<file path="config.mk">
export PLATFORM = sky130hd
export DESIGN_NAME = seq_mult_4bit
export DESIGN_NICKNAME = d
export VERILOG_FILES = /design/src/rtl/seq_mult_4bit.sv
export SDC_FILE = /design/constraint.sdc
export NUM_CORES = 1
export LEC_CHECK = 0
export CAP_MARGIN = 20
export CORE_MARGIN = 2
export CORE_UTILIZATION = 56
export CTS_BUF_LIST = sky130_fd_sc_hd__clkbuf_4
export CTS_CLUSTER_DIAMETER = 60
export DETAILED_ROUTE_END_ITERATION = 8
export PLACE_DENSITY = 0.85
export SYNTH_ARGS = -nofsm -noshare
export SYNTH_HDL_FRONTEND = slang
export SYNTH_HIERARCHICAL = 1
export SYNTH_SLANG_ARGS = --single-unit
export TNS_END_PERCENT = 20
</file>
<file path="constraint.sdc">
create_clock -name clk -period 4 [get_ports clk]
set_input_delay 0.8 -clock clk [delete_from_list [all_inputs] [get_ports clk]]
set_output_delay 0.8 -clock clk [all_outputs]
set_load 0.01 [all_outputs]
</file>
<file path="src/rtl/seq_mult_4bit.sv">
// ---------------------------------------------------------------------------
// seq_mult_4bit
//   Sequential unsigned 4x4 shift-and-add multiplier with an 8-bit product.
//   One RCA_4_bit instance forms each partial sum; one add-and-shift step is
//   performed per clock over exactly four RUN cycles.
//
// Ports (seq_mult_4bit):
//   clk      in   1  clock, all state updates on the rising edge
//   rst      in   1  synchronous active-high reset, highest priority
//   start    in   1  operation request, only sampled in IDLE
//   a        in   4  multiplicand, captured when start is accepted
//   b        in   4  multiplier, captured when start is accepted
//   busy     out  1  high while the multiply steps are running
//   done     out  1  one-cycle pulse when the product becomes valid
//   product  out  8  registered a*b, held until the next result
//
// Ports (RCA_4_bit):
//   a, b     in   4  addends
//   c_in     in   1  carry in
//   s        out  4  sum
//   c_out    out  1  carry out
// ---------------------------------------------------------------------------

module RCA_4_bit (
  input  logic [3:0] a,
  input  logic [3:0] b,
  input  logic       c_in,
  output logic [3:0] s,
  output logic       c_out
);

  logic [4:0] carry_s;

  // Ripple-carry chain of four full adders.
  always_comb begin
    carry_s    = 5'b00000;
    s          = 4'b0000;
    carry_s[0] = c_in;
    for (int i = 0; i < 4; i++) begin
      s[i]         = a[i] ^ b[i] ^ carry_s[i];
      carry_s[i+1] = (a[i] & b[i]) | (a[i] & carry_s[i]) | (b[i] & carry_s[i]);
    end
    c_out = carry_s[4];
  end

endmodule

module seq_mult_4bit (
  input  logic       clk,
  input  logic       rst,
  input  logic       start,
  input  logic [3:0] a,
  input  logic [3:0] b,
  output logic       busy,
  output logic       done,
  output logic [7:0] product
);

  typedef enum logic [1:0] {
    S_IDLE = 2'd0,
    S_RUN  = 2'd1,
    S_DONE = 2'd2
  } state_e;

  state_e     state_q, state_d;
  logic [3:0] m_q, m_d;         // multiplicand
  logic [3:0] q_q, q_d;         // multiplier / product low half
  logic [3:0] a_q, a_d;         // accumulator / product high half
  logic [1:0] cnt_q, cnt_d;     // step counter
  logic [7:0] product_q, product_d;

  logic [3:0] rca_b_s;
  logic [3:0] rca_sum_s;
  logic       rca_co_s;
  logic       busy_s;
  logic       done_s;

  // The partial sum adds M only when the current multiplier LSB is set.
  assign rca_b_s = q_q[0] ? m_q : 4'b0000;

  RCA_4_bit u_rca (
    .a     (a_q),
    .b     (rca_b_s),
    .c_in  (1'b0),
    .s     (rca_sum_s),
    .c_out (rca_co_s)
  );

  // State register.
  always_ff @(posedge clk) begin
    if (rst) begin
      state_q <= S_IDLE;
    end else begin
      state_q <= state_d;
    end
  end

  // Next-state logic: IDLE -> RUN on start, four RUN steps, one DONE cycle.
  always_comb begin
    state_d = state_q;
    case (state_q)
      S_IDLE: begin
        if (start) begin
          state_d = S_RUN;
        end else begin
          state_d = S_IDLE;
        end
      end
      S_RUN: begin
        if (cnt_q == 2'd3) begin
          state_d = S_DONE;
        end else begin
          state_d = S_RUN;
        end
      end
      S_DONE:  state_d = S_IDLE;
      default: state_d = S_IDLE;
    endcase
  end

  // Output decode from the registered state only.
  always_comb begin
    busy_s = 1'b0;
    done_s = 1'b0;
    case (state_q)
      S_IDLE:  begin busy_s = 1'b0; done_s = 1'b0; end
      S_RUN:   begin busy_s = 1'b1; done_s = 1'b0; end
      S_DONE:  begin busy_s = 1'b0; done_s = 1'b1; end
      default: begin busy_s = 1'b0; done_s = 1'b0; end
    endcase
  end

  assign busy    = busy_s;
  assign done    = done_s;
  assign product = product_q;

  // Datapath next-state: operand capture and the add-and-shift step.
  // The 9-bit {c_out, sum, Q} is shifted right by one, so the RCA carry lands
  // in A[3] and is never lost. The bit shifted into the carry position is
  // always zero, so no separate carry register is kept between steps.
  always_comb begin
    m_d       = m_q;
    q_d       = q_q;
    a_d       = a_q;
    cnt_d     = cnt_q;
    product_d = product_q;
    case (state_q)
      S_IDLE: begin
        if (start) begin
          m_d   = a;
          q_d   = b;
          a_d   = 4'b0000;
          cnt_d = 2'd0;
        end else begin
          m_d   = m_q;
          q_d   = q_q;
          a_d   = a_q;
          cnt_d = cnt_q;
        end
      end
      S_RUN: begin
        a_d   = {rca_co_s, rca_sum_s[3:1]};
        q_d   = {rca_sum_s[0], q_q[3:1]};
        cnt_d = cnt_q + 2'd1;
        if (cnt_q == 2'd3) begin
          product_d = {rca_co_s, rca_sum_s, q_q[3:1]};
        end else begin
          product_d = product_q;
        end
      end
      S_DONE: begin
        product_d = product_q;
      end
      default: begin
        product_d = product_q;
      end
    endcase
  end

  // Datapath registers; reset discards any partial result.
  always_ff @(posedge clk) begin
    if (rst) begin
      m_q       <= 4'b0000;
      q_q       <= 4'b0000;
      a_q       <= 4'b0000;
      cnt_q     <= 2'd0;
      product_q <= 8'h00;
    end else begin
      m_q       <= m_d;
      q_q       <= q_d;
      a_q       <= a_d;
      cnt_q     <= cnt_d;
      product_q <= product_d;
    end
  end

endmodule

</file>
==> flow_metrics.env <==
export IMPL_status="finished clean"
export IMPL_drc=0
export IMPL_seqPwrFrac_pct=63.6
export IMPL_gr_usage_all_layers_pct=21.1
export IMPL_yosysTopAreaCell="dfxtp_1"
export IMPL_final_hold_viol_count=0
export IMPL_area_growth_pct=20.8
export IMPL_cts_sinks=24
export IMPL_internal_power_w=0.000305
export IMPL_clock_path_buffers=2
export IMPL_cap_violations=0
export IMPL_ff2ff_path_depth=11
export IMPL_nets=155
export IMPL_die_height_um=47.9
export IMPL_wire_per_inst_um=11.7
export IMPL_seq_area_frac_synth_pct=44.6
export IMPL_fmax_mhz=360
export IMPL_core_area_um2=1760
export IMPL_power_total_w=0.000400
export IMPL_slew_headroom_pct=47.2
export IMPL_vias_per_cell=5.17
export IMPL_synthCells=120
export IMPL_whs_endpoint="product[6]"
export IMPL_critical_path_slowest_cell="dfxtp_1"
export IMPL_syn_area_um2=1080
export IMPL_yosys_warnings=6
export IMPL_cts_tree="done"
export IMPL_synth_edf_count=0
export IMPL_rsz0062_at_grt="no"
export IMPL_ys_types=26
export IMPL_worstPathCellList="nand2b_4, inv_1, clkdlybuf4s50_1"
export IMPL_antenna_found_initial=0
export IMPL_critical_path_buf_inv_count=2
export IMPL_clk_pin_slew_ns=0.12
export IMPL_peakVddDrop_uv=256
export IMPL_syn_num_nets=136
export IMPL_hold_class="flop to flop"
export IMPL_io_buffers=20
export IMPL_p_comb_share_pct=10.6
export IMPL_worstSetupStartpointType="flop"
export IMPL_p_sw_w=0.0000950
export IMPL_numCtsBuffers=3
export IMPL_crit_family="buffers and inverters"
export IMPL_post_cts_buffers=0
export IMPL_finalMaxSlewViolations=0
export IMPL_grt_overflow_total=0
export IMPL_clkLatencyLatePin_ns=0.30
export IMPL_switching_share_pct=23.7
export IMPL_ant_nets=0
export IMPL_reg2reg_to="a_q[2]"
export IMPL_clockPowerShare_pct=25.8
export IMPL_dr_pass1_iters=5
export IMPL_avgSynthCellArea_um2=8.98
export IMPL_setup_violations=0
export IMPL_rows=15
export IMPL_synth_async_sr_flop_share_pct=0
export IMPL_hold_start="product[6]"
export IMPL_clock_root_buffer="clkbuf_4"
export IMPL_synth_top_cell_area_share_pct=44.6
export IMPL_whs_path_depth=2
export IMPL_endpoint_kind="primary output"
export IMPL_routabilityCongestion=0.834
export IMPL_grt_pass1_vias=759
export IMPL_layout_worst_path_cycle_share_pct=69.4
export IMPL_reg2reg_slack_ns=1.62
export IMPL_worst_pin_slew_ns=0.790
export IMPL_fin_util_pct=73.8
export IMPL_setup_tns_ns=0
export IMPL_crit_path_max_fanout=14
export IMPL_drt_total_wl_um=1920
export IMPL_required_ns=3.20
export IMPL_worst_setup_path_type="flop to primary output"
export IMPL_leakage_nw=0.509
export IMPL_die_area_um2=2290
export IMPL_cp_arrival_ns=1.98
export IMPL_r2r_start="q_q[0]"
export IMPL_stdcell_count=163
export IMPL_cts_resized=0
export IMPL_cellPowerDensity_nw_per_um2=308
export IMPL_slowest_delay_ns=0.62
export IMPL_fp_dieW_um=47.9
export IMPL_dp_hpwl_um=1470
export IMPL_htreeDepth=1
export IMPL_drt_iter0_markers=15
export IMPL_synthFlopType="dfxtp_1"
export IMPL_start_util_pct=61.1
export IMPL_ios=21
export IMPL_drive_gt1_share_pct=5.07
export IMPL_antenna_cells=0
export IMPL_yosys_top_cells_area="dfxtp_1 (45%), fa_1 (7.4%), a21oi_1 (5.6%)"
export IMPL_ys_ff_latch=24
export IMPL_grt_max_degree=25
export IMPL_yosysMostFrequentCell="dfxtp_1"
export IMPL_postCtsHoldBufs=0
export IMPL_synthTopCellsByCount="dfxtp_1 (24), a21oi_1 (12), inv_1 (11), nand2_1 (11), nor2_1 (11)"
export IMPL_holdWs_ns=0.463
export IMPL_post_route_min_period_ns=2.78
export IMPL_dp_cells=159
export IMPL_grt_first_pass_wirelength_um=3310
export IMPL_vias=842
export IMPL_clock_skew_ns=0.00232
## cell usage in the layout (no fill, tap or decap)
cell type,n
dfxtp_1,24
clkdlybuf4s50_1,20
a21oi_1,12
inv_1,11
nor2_1,11
nand2_1,11
nand3_1,7
mux2i_1,5
a22oi_1,5
and2_1,4
a211oi_1,4
o21ai_0,4
fa_1,4
clkbuf_4,3
nand2b_4,1
and2b_1,1
nand2b_1,1
o21bai_2,1
nand3b_2,1
nor3b_1,1
or2b_1,1
or3b_2,1
nor2b_1,1
nor3_1,1
ha_1,1
clkinv_1,1
conb_1,1
## registers in the layout, summed over array words and instances, names as in the netlist
register and flops:
product 8, a_q 4, m_q 4, q_q 4, cnt_q 2, state_q 2
## worst reg2reg max path: stages (launching register included)
cell     delay, ns
dfxtp_1       0.36
and2_1        0.16
inv_1         0.07
fa_1          0.16
inv_1         0.04
fa_1          0.37
fa_1          0.37
inv_1         0.08
fa_1          0.40
inv_1         0.09
a22oi_1       0.10
nor2_1        0.11
## per-stage QoR
stage	worst slack, ns	instance area (um^2)
floorplan	1.80	1080
global placement	1.63	1270
CTS	1.24	1300
finish	1.22	1300
detailed placement	1.60	1270
global route	1.10	1300
## how the worst max path moves through the flow
stage / startpoint / end / slack [ns] / cells after the start
2_1_floorplan: q_q[0] / product[6] / 1.80 / 11
3_3_place_gp: state_q[0] / busy / 1.63 / 3
3_5_place_dp: state_q[0] / busy / 1.60 / 3
4_1_cts: state_q[0] / busy / 1.24 / 3
5_1_grt: state_q[0] / busy / 1.10 / 3
6_report: state_q[0] / busy / 1.22 / 3
## power groups by stage
stage	Combinational [W]	Sequential [W]	Clock, W
3_3_place_gp	0.0000414	0.000259	0
2_1_floorplan	0.0000300	0.000257	0
3_5_place_dp	0.0000427	0.000260	0
6_report	0.0000426	0.000255	0.000103
4_1_cts	0.0000430	0.000254	0.000107
5_1_grt	0.0000478	0.000256	0.000118
## metal layers
layer / track usage (%) / wire length (um)
met5: 0 / 0
met4: 6.49 / 27
met3: 3.40 / 51
met2: 35.7 / 988
met1: 27.6 / 847
## final cells by class
cell class | instances | area, um^2
multi-input combinational | 79 | 522
sequential | 24 | 480
fill | 147 | 463
timing repair buffer | 20 | 200
inverter | 11 | 41.3
tap | 25 | 31.3
clock buffer | 3 | 22.5
clock inverter | 1 | 3.75
## logic make-up after synthesis
kind of cell / Yosys count / share of synthesized area [%]
AO/OA/AOI/OAI: 26 / 14.8
other: 1 / 0.348
AND/OR/NAND/NOR: 42 / 20.1
buffers and inverters: 17 / 6.97
adder cells (fa/ha/maj): 5 / 8.59
flip-flops: 24 / 44.6
multiplexers: 5 / 4.65
Power figures use the tool's default switching activity.
